**config.mk**
```make
export PLATFORM = sky130hd
export DESIGN_NAME = mem_access_sequencer
export DESIGN_NICKNAME = d
export VERILOG_FILES = /design/src/rtl/mem_access_sequencer.sv
export SDC_FILE = /design/constraint.sdc
export NUM_CORES = 1
export LEC_CHECK = 0
export CORE_ASPECT_RATIO = 0.8
export CORE_MARGIN = 4
export CORE_UTILIZATION = 37
export DETAILED_ROUTE_END_ITERATION = 12
export PLACE_DENSITY = 0.77
export SYNTH_ARGS = -nofsm -noshare
export SYNTH_HDL_FRONTEND = slang
export SYNTH_SLANG_ARGS = --single-unit
```
**constraint.sdc**
```tcl
create_clock -name clk -period 1.6 [get_ports clk]
set_input_delay 0.16 -clock clk [delete_from_list [all_inputs] [get_ports clk]]
set_output_delay 0.16 -clock clk [all_outputs]
set_load 0.03 [all_outputs]
```
**src/rtl/mem_access_sequencer.sv**
```systemverilog
// Data-memory access sequencer for the MEM stage.
// Turns the EX/MEM load/store flags into a single handshaked memory request,
// stalls the pipeline while the access is in flight, and reports completion,
// timeout and misalignment. All state advances on the falling clock edge.
module mem_access_sequencer #(
    parameter int TIMEOUT = 16
) (
    input  logic        clk,
    input  logic        reset,
    input  logic        mem_read_i,
    input  logic        mem_write_i,
    input  logic [31:0] addr_i,
    input  logic [31:0] wdata_i,
    input  logic        mem_ack_i,
    input  logic [31:0] mem_rdata_i,
    input  logic        err_clr_i,
    output logic        mem_req_o,
    output logic        mem_we_o,
    output logic [31:0] mem_addr_o,
    output logic [31:0] mem_wdata_o,
    output logic [31:0] rdata_o,
    output logic        stall_o,
    output logic        wb_valid_o,
    output logic        err_o
);

    localparam int CW = $clog2(TIMEOUT) + 1;

    typedef enum logic [1:0] {
        IDLE,
        BUSY,
        DONE,
        ABORT
    } state_t;

    state_t          state;
    state_t          next_state;
    logic            access;
    logic            aligned;
    logic            accept;
    logic            err_event;
    logic            timed_out;
    logic [CW-1:0]   cycle_cnt;

    // Next-state decode, access acceptance, error events and the combinational stall.
    always_comb begin
        next_state = state;
        accept     = 1'b0;
        err_event  = 1'b0;
        access     = mem_read_i | mem_write_i;
        aligned    = (addr_i[1:0] == 2'b00);
        timed_out  = (cycle_cnt == CW'(TIMEOUT - 1));
        case (state)
            IDLE: begin
                if (access) begin
                    if (aligned) begin
                        accept     = 1'b1;
                        next_state = BUSY;
                    end else begin
                        err_event  = 1'b1;
                    end
                end
            end
            BUSY: begin
                if (mem_ack_i) begin
                    next_state = DONE;
                end else if (timed_out) begin
                    next_state = ABORT;
                end
            end
            DONE: begin
                next_state = IDLE;
            end
            ABORT: begin
                next_state = IDLE;
                err_event  = 1'b1;
            end
            default: begin
                next_state = IDLE;
            end
        endcase
        stall_o = reset & ((state == IDLE && access && aligned) || state == BUSY);
    end

    // State register; reset returns to IDLE immediately.
    always_ff @(negedge clk or negedge reset) begin
        if (!reset) begin
            state <= IDLE;
        end else begin
            state <= next_state;
        end
    end

    // Latches the accepted access, runs the busy-cycle counter and captures load data.
    always_ff @(negedge clk or negedge reset) begin
        if (!reset) begin
            mem_we_o    <= 1'b0;
            mem_addr_o  <= 32'h0;
            mem_wdata_o <= 32'h0;
            rdata_o     <= 32'h0;
            cycle_cnt   <= '0;
        end else if (accept) begin
            mem_we_o    <= mem_write_i;
            mem_addr_o  <= addr_i;
            mem_wdata_o <= wdata_i;
            cycle_cnt   <= '0;
        end else if (state == BUSY) begin
            cycle_cnt <= cycle_cnt + 1'b1;
            if (mem_ack_i && !mem_we_o) begin
                rdata_o <= mem_rdata_i;
            end
        end
    end

    // Registered request, completion pulse and sticky error flag.
    always_ff @(negedge clk or negedge reset) begin
        if (!reset) begin
            mem_req_o  <= 1'b0;
            wb_valid_o <= 1'b0;
            err_o      <= 1'b0;
        end else begin
            mem_req_o  <= (next_state == BUSY);
            wb_valid_o <= (state == BUSY) && mem_ack_i;
            if (err_event) begin
                err_o <= 1'b1;
            end else if (err_clr_i) begin
                err_o <= 1'b0;
            end
        end
    end

endmodule

```
# Yosys cells after proc, flatten, opt, wreduce, memory -nomap -nowiden
# Index checks and enable logic that the tools add are counted.
[totals]
register_bits = 107
wordCells = 45
in_bits = 102
out_inout_bits = 101
[classes]
add_sub_neg = 1
reduce_logical = 12
n_bitwise = 3
eq_ne = 5
muxes = 15
[op_table]
columns = ["cell", "n"]
rows = [
  ["$mux W5", 2],
  ["$mux W2", 4],
  ["$mux W1", 7],
  ["$pmux W2 S3", 1],
  ["$add A5 B1 Y5 const B", 1],
  ["$eq A5 B4 Y1 const B", 1],
  ["$eq A2 B1 Y1 const B", 2],
  ["$eq A2 B2 Y1 const B", 2],
  ["$logic_and A1 B1 Y1", 4],
  ["$logic_not A2 Y1", 2],
  ["$reduce_bool A2 Y1", 2],
  ["$reduce_and A3 Y1", 1],
  ["$pmux W1 S2", 1],
  ["$reduce_or A2 Y1", 1],
  ["$and A1 B1 Y1", 1],
  ["$logic_not A1 Y1", 1],
  ["$logic_or A1 B1 Y1", 1],
  ["$not A1 Y1", 1],
  ["$or A1 B1 Y1", 1],
]

# Depth between registers and ports, before layout
# Gate-level depths: netlist of run 1.
[logic_depth]
word_depth = 6
ltp_mapped = 6
mapped_depth_nobuf = 6

==> results of run 1 <==
==> state kept, by name, summed over array words and instances (netlist names) <==
name and cells:
rdata_o 32, err_o 1, mem_req_o 1, cycle_cnt 5, mem_addr_o 32, mem_wdata_o 32, mem_we_o 1, state 2
wb_valid_o 1
==> power by group through the flow <==
stage / Combinational (uW) / Clock (uW) / Sequential, uW
final: 10600 / 2360 / 5230
after global placement: 8040 / 0 / 4970
after floorplan: 2700 / 0 / 7400
after global routing: 11000 / 2550 / 5390
after CTS: 10200 / 2430 / 5190
after detailed placement: 8190 / 0 / 4970
==> cell type report <==
class | count | area (um2) | share of cell area (%)
flip-flops and latches | 107 | 2680 | 32.6
multi-input cells | 136 | 1830 | 22.2
clock inverters | 6 | 88.8 | 1.08
inverters | 3 | 11.3 | 0.137
repair buffers | 296 | 3200 | 39.0
clock buffers | 10 | 229 | 2.79
well taps | 144 | 180 | 2.19
==> worst max path at each step <==
stage,start,to,slack (ns),cells after the start
2_1_floorplan,state[1]$_DFF_NN0_,stall_o,-0.74,6
3_3_place_gp,mem_write_i,mem_wdata_o[14]$_DFFE_NN0P_,-1.07,5
3_5_place_dp,mem_write_i,mem_wdata_o[22]$_DFFE_NN0P_,-1.08,5
4_1_cts,state[1]$_DFF_NN0_,stall_o,-0.94,7
5_1_grt,state[1]$_DFF_NN0_,stall_o,-0.98,7
6_report,state[0]$_DFF_NN0_,stall_o,-0.92,7
==> cells by family after synthesis <==
kind of cell / share of synthesized area, %
xor+xnor: 0.630
compound gates: 1.41
mux: 26.2
flops: 64.2
buf+inv: 2.61
fa+ha+maj: 1.80
simple gates: 3.21
==> per-layer routing <==
layer	wire [um]	global-route usage (%)	vias up
met2	6800	34.2	131
met5	0	0	-
li1	-	-	1492
met3	844	5.75	16
met4	181	6.10	0
met1	5250	23.8	1593
==> metrics by stage <==
step | instances | TNS, ns | utilization (%) | power (uW)
finish | 702 | -55.13 | 75.2 | 18200
global route | 702 | -62.00 | 75.2 | 19000
CTS | 681 | -56.61 | 74.0 | 17900
detailed placement | 609 | -99.01 | 60.3 | 13200
global placement | 609 | -98.11 | 60.3 | 13000
floorplan | 257 | -36.71 | - | 10100
==> critical path, delay by kind of cell, from the launching register on <==
kind            cells  cell delay (ns)
buf+inv             3             0.31
flops               1             0.43
fa+ha+maj           1             0.17
compound gates      2             0.25
simple gates        1             0.06
==> timing repair <==
item                       4_1_cts  5_1_grt
buffers inserted                45       33
cloned                          11        0
gates resized for setup        173       18
setup endpoints to repair      207      206
pin swaps                       10        2
==> cell usage after synthesis <==
cell and instances:
dfrtn_1 107, mux2_2 96, buf_6 7, nor2_1 7, ha_1 6, nand2b_1 4
and2_1 3, buf_2 3, inv_1 3, o311ai_0 2, xor2_1 2, a2bb2oi_1 1
and3_1 1, clkbuf_1 1, mux2i_1 1, nand2_1 1, nand3b_1 1, nand4_1 1
nor2b_1 1, nor3_1 1, nor3_4 1, o21a_1 1, o21ai_0 1, o21ai_2 1
o221a_2 1, or2_2 1, or3_1 1, xnor2_1 1
==> impl_metrics.tcl, run 1 <==
set metrics [dict create \
    internal_power_uw 11500 \
    cts_sinks 107 \
    slew_violations 0 \
    crit_chain "inv_2 > ha_4 > o21ai_4 > nor3_4 > buf_12 > o21a_4 > buf_6" \
    switching_power_uw 6670 \
    slowest_stage "dfrtn_1" \
    yosys.area.top_type "dfrtn_1" \
    synth_top_cell_area_share_pct 64.2 \
    port_buffers 202 \
    syn_area_per_cell_um2 16.2 \
    die_area_mm2 0.0130 \
    nNetsFinal 661 \
    vias_per_cell 4.60 \
    coreArea_mm2 0.0109 \
    grt-ovfl-total 0 \
    die_h_um 103 \
    ff2ff_path_depth 10 \
    ys_ff_latch 107 \
    clkPwrFrac_pct 13.0 \
    route.detailed.drc 0 \
    yosysSeqAreaShare_pct 64.2 \
    initial_core_util_pct 38.2 \
    required_ns 1.44 \
    criticalPathCategory "reg2out" \
    clock_latency_ns 0.34 \
    status "complete, but fails checks" \
    cts_hold_buffers 0 \
    grt_use_total_pct 19.6 \
    antenna_found_initial 0 \
    synth.top_cells.by_area "dfrtn_1, mux2_2, buf_6" \
    crit_fanout 2 \
    dp_hpwl_um 7820 \
    fin_skew_ns 0.00677 \
    yosysWarnings 0 \
    first_global_vias 3666 \
    numCtsBuffers 9 \
    dp_worst_setup_slack_ns -1.08 \
    p_leak_uw 0.00392 \
    globalplace.congestion 0.747 \
    routedWlPerCell_um 18.6 \
    yosysUniqueCellTypes 28 \
    rows 34 \
    cts_tree "done" \
    r2r_end "mem_wdata_o[4]$_DFFE_NN0P_" \
    die_width_um 127 \
    mostFrequentLayoutCell "buf_6" \
    slowest_delay_ns 0.43 \
    critPathArrivalTime_ns 2.36 \
    grt_setup_unrepaired "yes" \
    holdWs_ns 0.369 \
    grt_max_degree 35 \
    finalSetupViolations 205 \
    syn_area_mm2 0.00417 \
    placed_area_mm2 0.00659 \
    drtIter0Drc 78 \
    syn_inst 257 \
    n_fill_cell 657 \
    failed_checks "setup timing" \
    pwr-share-seq_pct 28.8 \
    syn_nets 365 \
    io_pins 203 \
    cellPowerDensity_mw_per_mm2 2210 \
    ff2ff_setup_slack_ns -0.31 \
    final_cell_area_mm2 0.00822 \
    cts.clk_slew.worst_paths_ns 0.05 \
    hold_violations 0 \
    worstMarginPinSlew_ns 0.296 \
    fin_ws_ns -0.921 \
    root_buffer "clkbuf_16" \
    drive_gt1_share_pct 58.6 \
    rr_startpoint "state[0]$_DFF_NN0_" \
    drtAntennaViolNets 0 \
    hp-class "in2async" \
    endpoint_kind "output pin" \
    worst_setup_path_start_kind "flop" \
    diodes 0 \
    grt_pass1_wl_um 19700 \
    num_vias 3232 \
    ctsHtreeMaxLevel 3 \
    clk_path_buf_depth 2 \
    swShare_pct 36.7 \
    dr.pass1.iters 4 \
    maxSlewHeadroom_pct 80.0 \
    vdd_drop_max_mv 1.21 \
    area_growth_pct 97.0 \
    power_frac_comb_pct 58.3 \
    wl_um 13100 \
    maxCapViolations 0 \
    final_cell_mix "buf_6, dfrtn_1, mux2_4, clkdlybuf4s50_1, buf_4" \
]
(Power assumes the default switching activity.)
==> run 2: changes to the inputs <==
--- a/config.mk
+++ b/config.mk
@@ -10,6 +10,7 @@
 export CORE_UTILIZATION = 37
 export DETAILED_ROUTE_END_ITERATION = 12
 export PLACE_DENSITY = 0.77
+export REMOVE_ABC_BUFFERS = 1
 export SYNTH_ARGS = -nofsm -noshare
 export SYNTH_HDL_FRONTEND = slang
 export SYNTH_SLANG_ARGS = --single-unit
==> impl_metrics.tcl, run 2 (synthesized netlist as in run 1, its figures left out) <==
set metrics [dict create \
    slowest_delay_ns 0.42 \
    diodes 0 \
    globalplace.congestion 0.782 \
    hold_violations 0 \
    drive_gt1_share_pct 55.3 \
    grt_use_total_pct 16.8 \
    cp_top_family "flip-flops" \
    die_width_um 127 \
    critPathArrivalTime_ns 2.46 \
    min_from "mem_wdata_o[19]$_DFFE_NN0P_" \
    crit_chain "inv_2 > ha_4 > o21ai_4 > nor3_4 > buf_6 > buf_6 > o21a_1 > buf_6" \
    first_global_vias 3322 \
    route.detailed.drc 0 \
    initial_core_util_pct 38.2 \
    maxSlewHeadroom_pct 81.8 \
    wl_um 11800 \
    finalPower_uw 16700 \
    cpMostUsedCell "buf_6" \
    fin_ws_ns -1.02 \
    criticalPathCategory "reg2out" \
    holdWs_ns 0.464 \
    reg.largest.list "mem_addr_o: 32 flops, mem_wdata_o: 32 flops, rdata_o: 32 flops" \
    final_cell_mix "buf_6, dfrtn_1, clkdlybuf4s50_1, mux2_2, mux2_4" \
    endpoint_kind "output pin" \
    grt-ovfl-total 0 \
    io_pins 203 \
    placed_area_mm2 0.00627 \
    finalSetupViolations 198 \
    required_ns 1.44 \
    hp-class "reg2reg" \
    cts_sinks 107 \
    drtIter0Drc 68 \
    vias_per_cell 4.70 \
    failed_checks "setup timing" \
    worst_setup_path_start_kind "flop" \
    cp.buffers_inverters 4 \
    cts.clk_slew.worst_paths_ns 0.05 \
    drtAntennaViolNets 0 \
    coreArea_mm2 0.0109 \
    dr.pass1.iters 4 \
    clk_path_buf_depth 2 \
    ctsHtreeMaxLevel 3 \
    dp_hpwl_um 7900 \
    antenna_found_initial 0 \
    mostFrequentLayoutCell "buf_6" \
    clock_latency_ns 0.34 \
    routedWlPerCell_um 18.0 \
    cts_hold_buffers 0 \
    slew_violations 0 \
    grt_setup_unrepaired "yes" \
    grt_max_degree 51 \
    die_h_um 103 \
    status "complete, but fails checks" \
    crit_fanout 2 \
    port_buffers 202 \
    slowest_stage "dfrtn_1" \
    p_leak_uw 0.00345 \
    worstMarginPinSlew_ns 0.270 \
    cellPowerDensity_mw_per_mm2 2200 \
    root_buffer "clkbuf_16" \
    die_area_mm2 0.0130 \
    cts_tree "done" \
    final_cell_area_mm2 0.00759 \
    dp_worst_setup_slack_ns -1.10 \
    rows 34 \
    nNetsFinal 616 \
    rr_startpoint "state[1]$_DFF_NN0_" \
    area_growth_pct 82.0 \
    worstSetupStartpoint "state[1]$_DFF_NN0_" \
    grt_pass1_wl_um 17200 \
    numCtsBuffers 9 \
    maxCapViolations 0 \
    num_vias 3080 \
    vdd_drop_max_mv 1.29 \
    fin_skew_ns 0.00604 \
]
## run 2: layout make-up
cell class	count	area, um2
fill	754	3340
timing repair buffer	251	2770
sequential	107	2680
multi-input combinational	136	1650
clock buffer	11	253
tap	144	180
clock inverter	4	50.0
inverter	3	11.3
## run 2: worst reg2reg max path, cell delays in order (launching register included)
cell and delay, ns:
dfrtn_1 0.35, inv_2 0.09, ha_4 0.15, o21ai_4 0.07, nor3_4 0.17, buf_4 0.15, buf_8 0.12, buf_12 0.13
clkbuf_16 0.17, mux2_4 0.30
## run 2: routing by layer
layer | vias to the layer above | part of all wire [%] | wire, um | track usage [%]
met2 | 100 | 52 | 6130 | 29.3
met5 | - | 0 | 0 | 0
met1 | 1569 | 39 | 4630 | 19.4
met4 | 0 | 1.5 | 176 | 4.95
met3 | 17 | 7.3 | 866 | 6.47
li1 | 1394 | - | - | -
## run 2: final timing paths
path / endpoint / slack (ns) / cells after the start
worst max-delay path: stall_o / -1.02 / 8
worst min-delay path: mem_wdata_o[19]$_DFFE_NN0P_ / 0.46 / 1
worst max register to register: mem_addr_o[11]$_DFFE_NN0P_ / -0.26 / 9
worst min register to register: mem_wdata_o[19]$_DFFE_NN0P_ / 0.46 / 1
max in group asynchronous: mem_wdata_o[15]$_DFFE_NN0P_ / 0.81 / 2
min in group asynchronous: mem_addr_o[17]$_DFFE_NN0P_ / 0.49 / 2
## run 2: where the power goes
group	switching [uW]	leakage, uW	internal (uW)	total [uW]
logic	4380	0.00202	4910	9290
clock network	951	0.000144	1290	2240
registers	980	0.00128	4160	5140
## run 2: repair_timing
action / in CTS / in global routing
pin swaps: 3 / 6
cloned: 1 / 4
setup buffers: 6 / 20
resized for setup: 118 / 97
setup endpoints to repair: 207 / 204
## run 2: metrics by stage
stage                     setup TNS (ns)  cells  utilization, %
after floorplan                  -137.77    246               -
after global placement            -99.13    615            57.3
after detailed placement          -99.25    615            57.3
after CTS                         -50.19    636            64.0
after global routing              -57.50    656            69.5
final                             -51.02    656            69.5
==> run 3: changes to the inputs <==
--- a/config.mk
+++ b/config.mk
@@ -5,9 +5,11 @@
 export SDC_FILE = /design/constraint.sdc
 export NUM_CORES = 1
 export LEC_CHECK = 0
+export CELL_PAD_IN_SITES_DETAIL_PLACEMENT = 1
+export CELL_PAD_IN_SITES_GLOBAL_PLACEMENT = 1
 export CORE_ASPECT_RATIO = 0.8
 export CORE_MARGIN = 4
-export CORE_UTILIZATION = 37
+export CORE_UTILIZATION = 29
 export DETAILED_ROUTE_END_ITERATION = 12
 export PLACE_DENSITY = 0.77
 export REMOVE_ABC_BUFFERS = 1
==> impl_metrics.tcl, run 3 (synthesized netlist as in run 1, its figures left out) <==
set metrics [dict create \
    status "complete, but fails checks" \
    failed_checks "setup timing" \
    criticalPathCategory "reg2out" \
    crit_chain "inv_2 > ha_4 > o21ai_4 > nor3_4 > buf_12 > o21a_1 > buf_6" \
    final_cell_mix "dfrtn_1, buf_6, clkdlybuf4s50_1, mux2_4, buf_4" \
    slew_violations 0 \
    die_area_mm2 0.0164 \
    cts_sinks 107 \
    initial_core_util_pct 30.2 \
    numCtsBuffers 9 \
    hold_violations 0 \
    hp-class "in2async" \
    worst_setup_path_start_kind "flop" \
    cts_tree "done" \
    cellPowerDensity_mw_per_mm2 2250 \
    cp_top_family "buffers and inverters" \
    drtIter0Drc 85 \
    grt_pass1_wl_um 19200 \
    critPathArrivalTime_ns 2.42 \
    required_ns 1.44 \
    slowest_delay_ns 0.35 \
    mostFrequentLayoutCell "dfrtn_1" \
    clk_path_buf_depth 2 \
    first_global_vias 3499 \
    fin_util_pct 58.2 \
    crit_fanout 2 \
    cp.buffers_inverters 3 \
    tns_ns -55.88 \
    dp_hpwl_um 9170 \
    area_growth_pct 93.0 \
    cts.clk_slew.worst_paths_ns 0.05 \
    clock_latency_ns 0.35 \
    grt_use_total_pct 15.5 \
    slowest_stage "dfrtn_1" \
    rr_startpoint "state[0]$_DFF_NN0_" \
    vdd_drop_max_mv 1.07 \
    drtAntennaViolNets 0 \
    num_vias 3281 \
    route.detailed.drc 0 \
    maxSlewHeadroom_pct 80.5 \
    reg.largest.list "mem_addr_o: 32 flops, mem_wdata_o: 32 flops, rdata_o: 32 flops" \
    endpoint_kind "output pin" \
    port_buffers 202 \
    io_pins 203 \
    fin_ws_ns -0.976 \
    grt-ovfl-total 0 \
    die_h_um 115 \
    root_buffer "clkbuf_16" \
    holdWs_ns 0.343 \
    ctsHtreeMaxLevel 3 \
    antenna_found_initial 0 \
    vias_per_cell 4.58 \
    routedWlPerCell_um 21.6 \
    coreArea_mm2 0.0138 \
    wl_um 15400 \
    globalplace.congestion 0.737 \
    worstMarginPinSlew_ns 0.289 \
    die_width_um 142 \
    p_leak_uw 0.00379 \
    placed_area_mm2 0.00629 \
    finalSetupViolations 205 \
    fin_skew_ns 0.00549 \
    final_cell_area_mm2 0.00805 \
    maxCapViolations 0 \
    rows 38 \
    grt_max_degree 39 \
    nNetsFinal 639 \
    dr.pass1.iters 4 \
    grt_setup_unrepaired "yes" \
    diodes 0 \
    worstSetupStartpoint "state[0]$_DFF_NN0_" \
    drive_gt1_share_pct 57.3 \
]
-- run 3: worst reg2reg max path, delay by kind of cell (launching register included) --
| family | cells | cell delay [ns] |
|---|---|---|
| muxes | 1 | 0.30 |
| DFF | 1 | 0.35 |
| buffers and inverters | 5 | 0.66 |
| and+or+nand+nor | 1 | 0.20 |
| adders and majority gates | 1 | 0.15 |
| AOI/OAI and AO/OA | 1 | 0.07 |
-- run 3: timing repair --
item	CTS	global route
resized for setup	64	182
setup endpoints to repair	207	206
gates cloned	3	10
pin swaps	3	9
hold buffers	0	0
buffers inserted	4	37
-- run 3: final cells by class --
cell class,instances,area (um2)
Timing Repair Buffer,274,3050
Clock buffer,11,243
Sequential cell,107,2680
Clock inverter,5,100
Fill cell,1294,5780
Inverter,3,11.3
Tap cell,180,225
Multi-Input combinational cell,136,1750
-- run 3: where the power goes --
part / total [uW] / switching [uW] / internal, uW / leakage (uW)
combinational: 10300 / 4720 / 5590 / 0.00234
clock: 2580 / 1010 / 1570 / 0.000169
sequential: 5210 / 1050 / 4160 / 0.00128
total: 18100 / 6770 / 11300 / 0.00379
-- run 3: final timing paths --
check	slack, ns	end	cells past startpoint
max	-0.98	stall_o	7
min	0.34	mem_wdata_o[7]$_DFFE_NN0P_	1
max reg2reg	-0.30	mem_wdata_o[23]$_DFFE_NN0P_	9
min reg2reg	0.48	mem_addr_o[5]$_DFFE_NN0P_	1
max in group asynchronous	0.75	mem_wdata_o[26]$_DFFE_NN0P_	2
min in group clk	0.48	mem_addr_o[5]$_DFFE_NN0P_	1
-- run 3: routing by layer --
layer  routed length (um)  track usage (%)
met1                 5850             17.3
met2                 8350             27.6
met3                  876             5.20
met4                  363             5.63
met5                    0                0
-- run 3: stage by stage --
| step | total power [uW] | setup slack (ns) | std cells |
|---|---|---|---|
| 2_1_floorplan | 9130 | -2.07 | 246 |
| 3_3_place_gp | 12200 | -1.03 | 646 |
| 3_5_place_dp | 12500 | -1.09 | 646 |
| 4_1_cts | 15800 | -1.04 | 669 |
| 5_1_grt | 18900 | -1.06 | 716 |
| 6_report | 18100 | -0.976 | 716 |
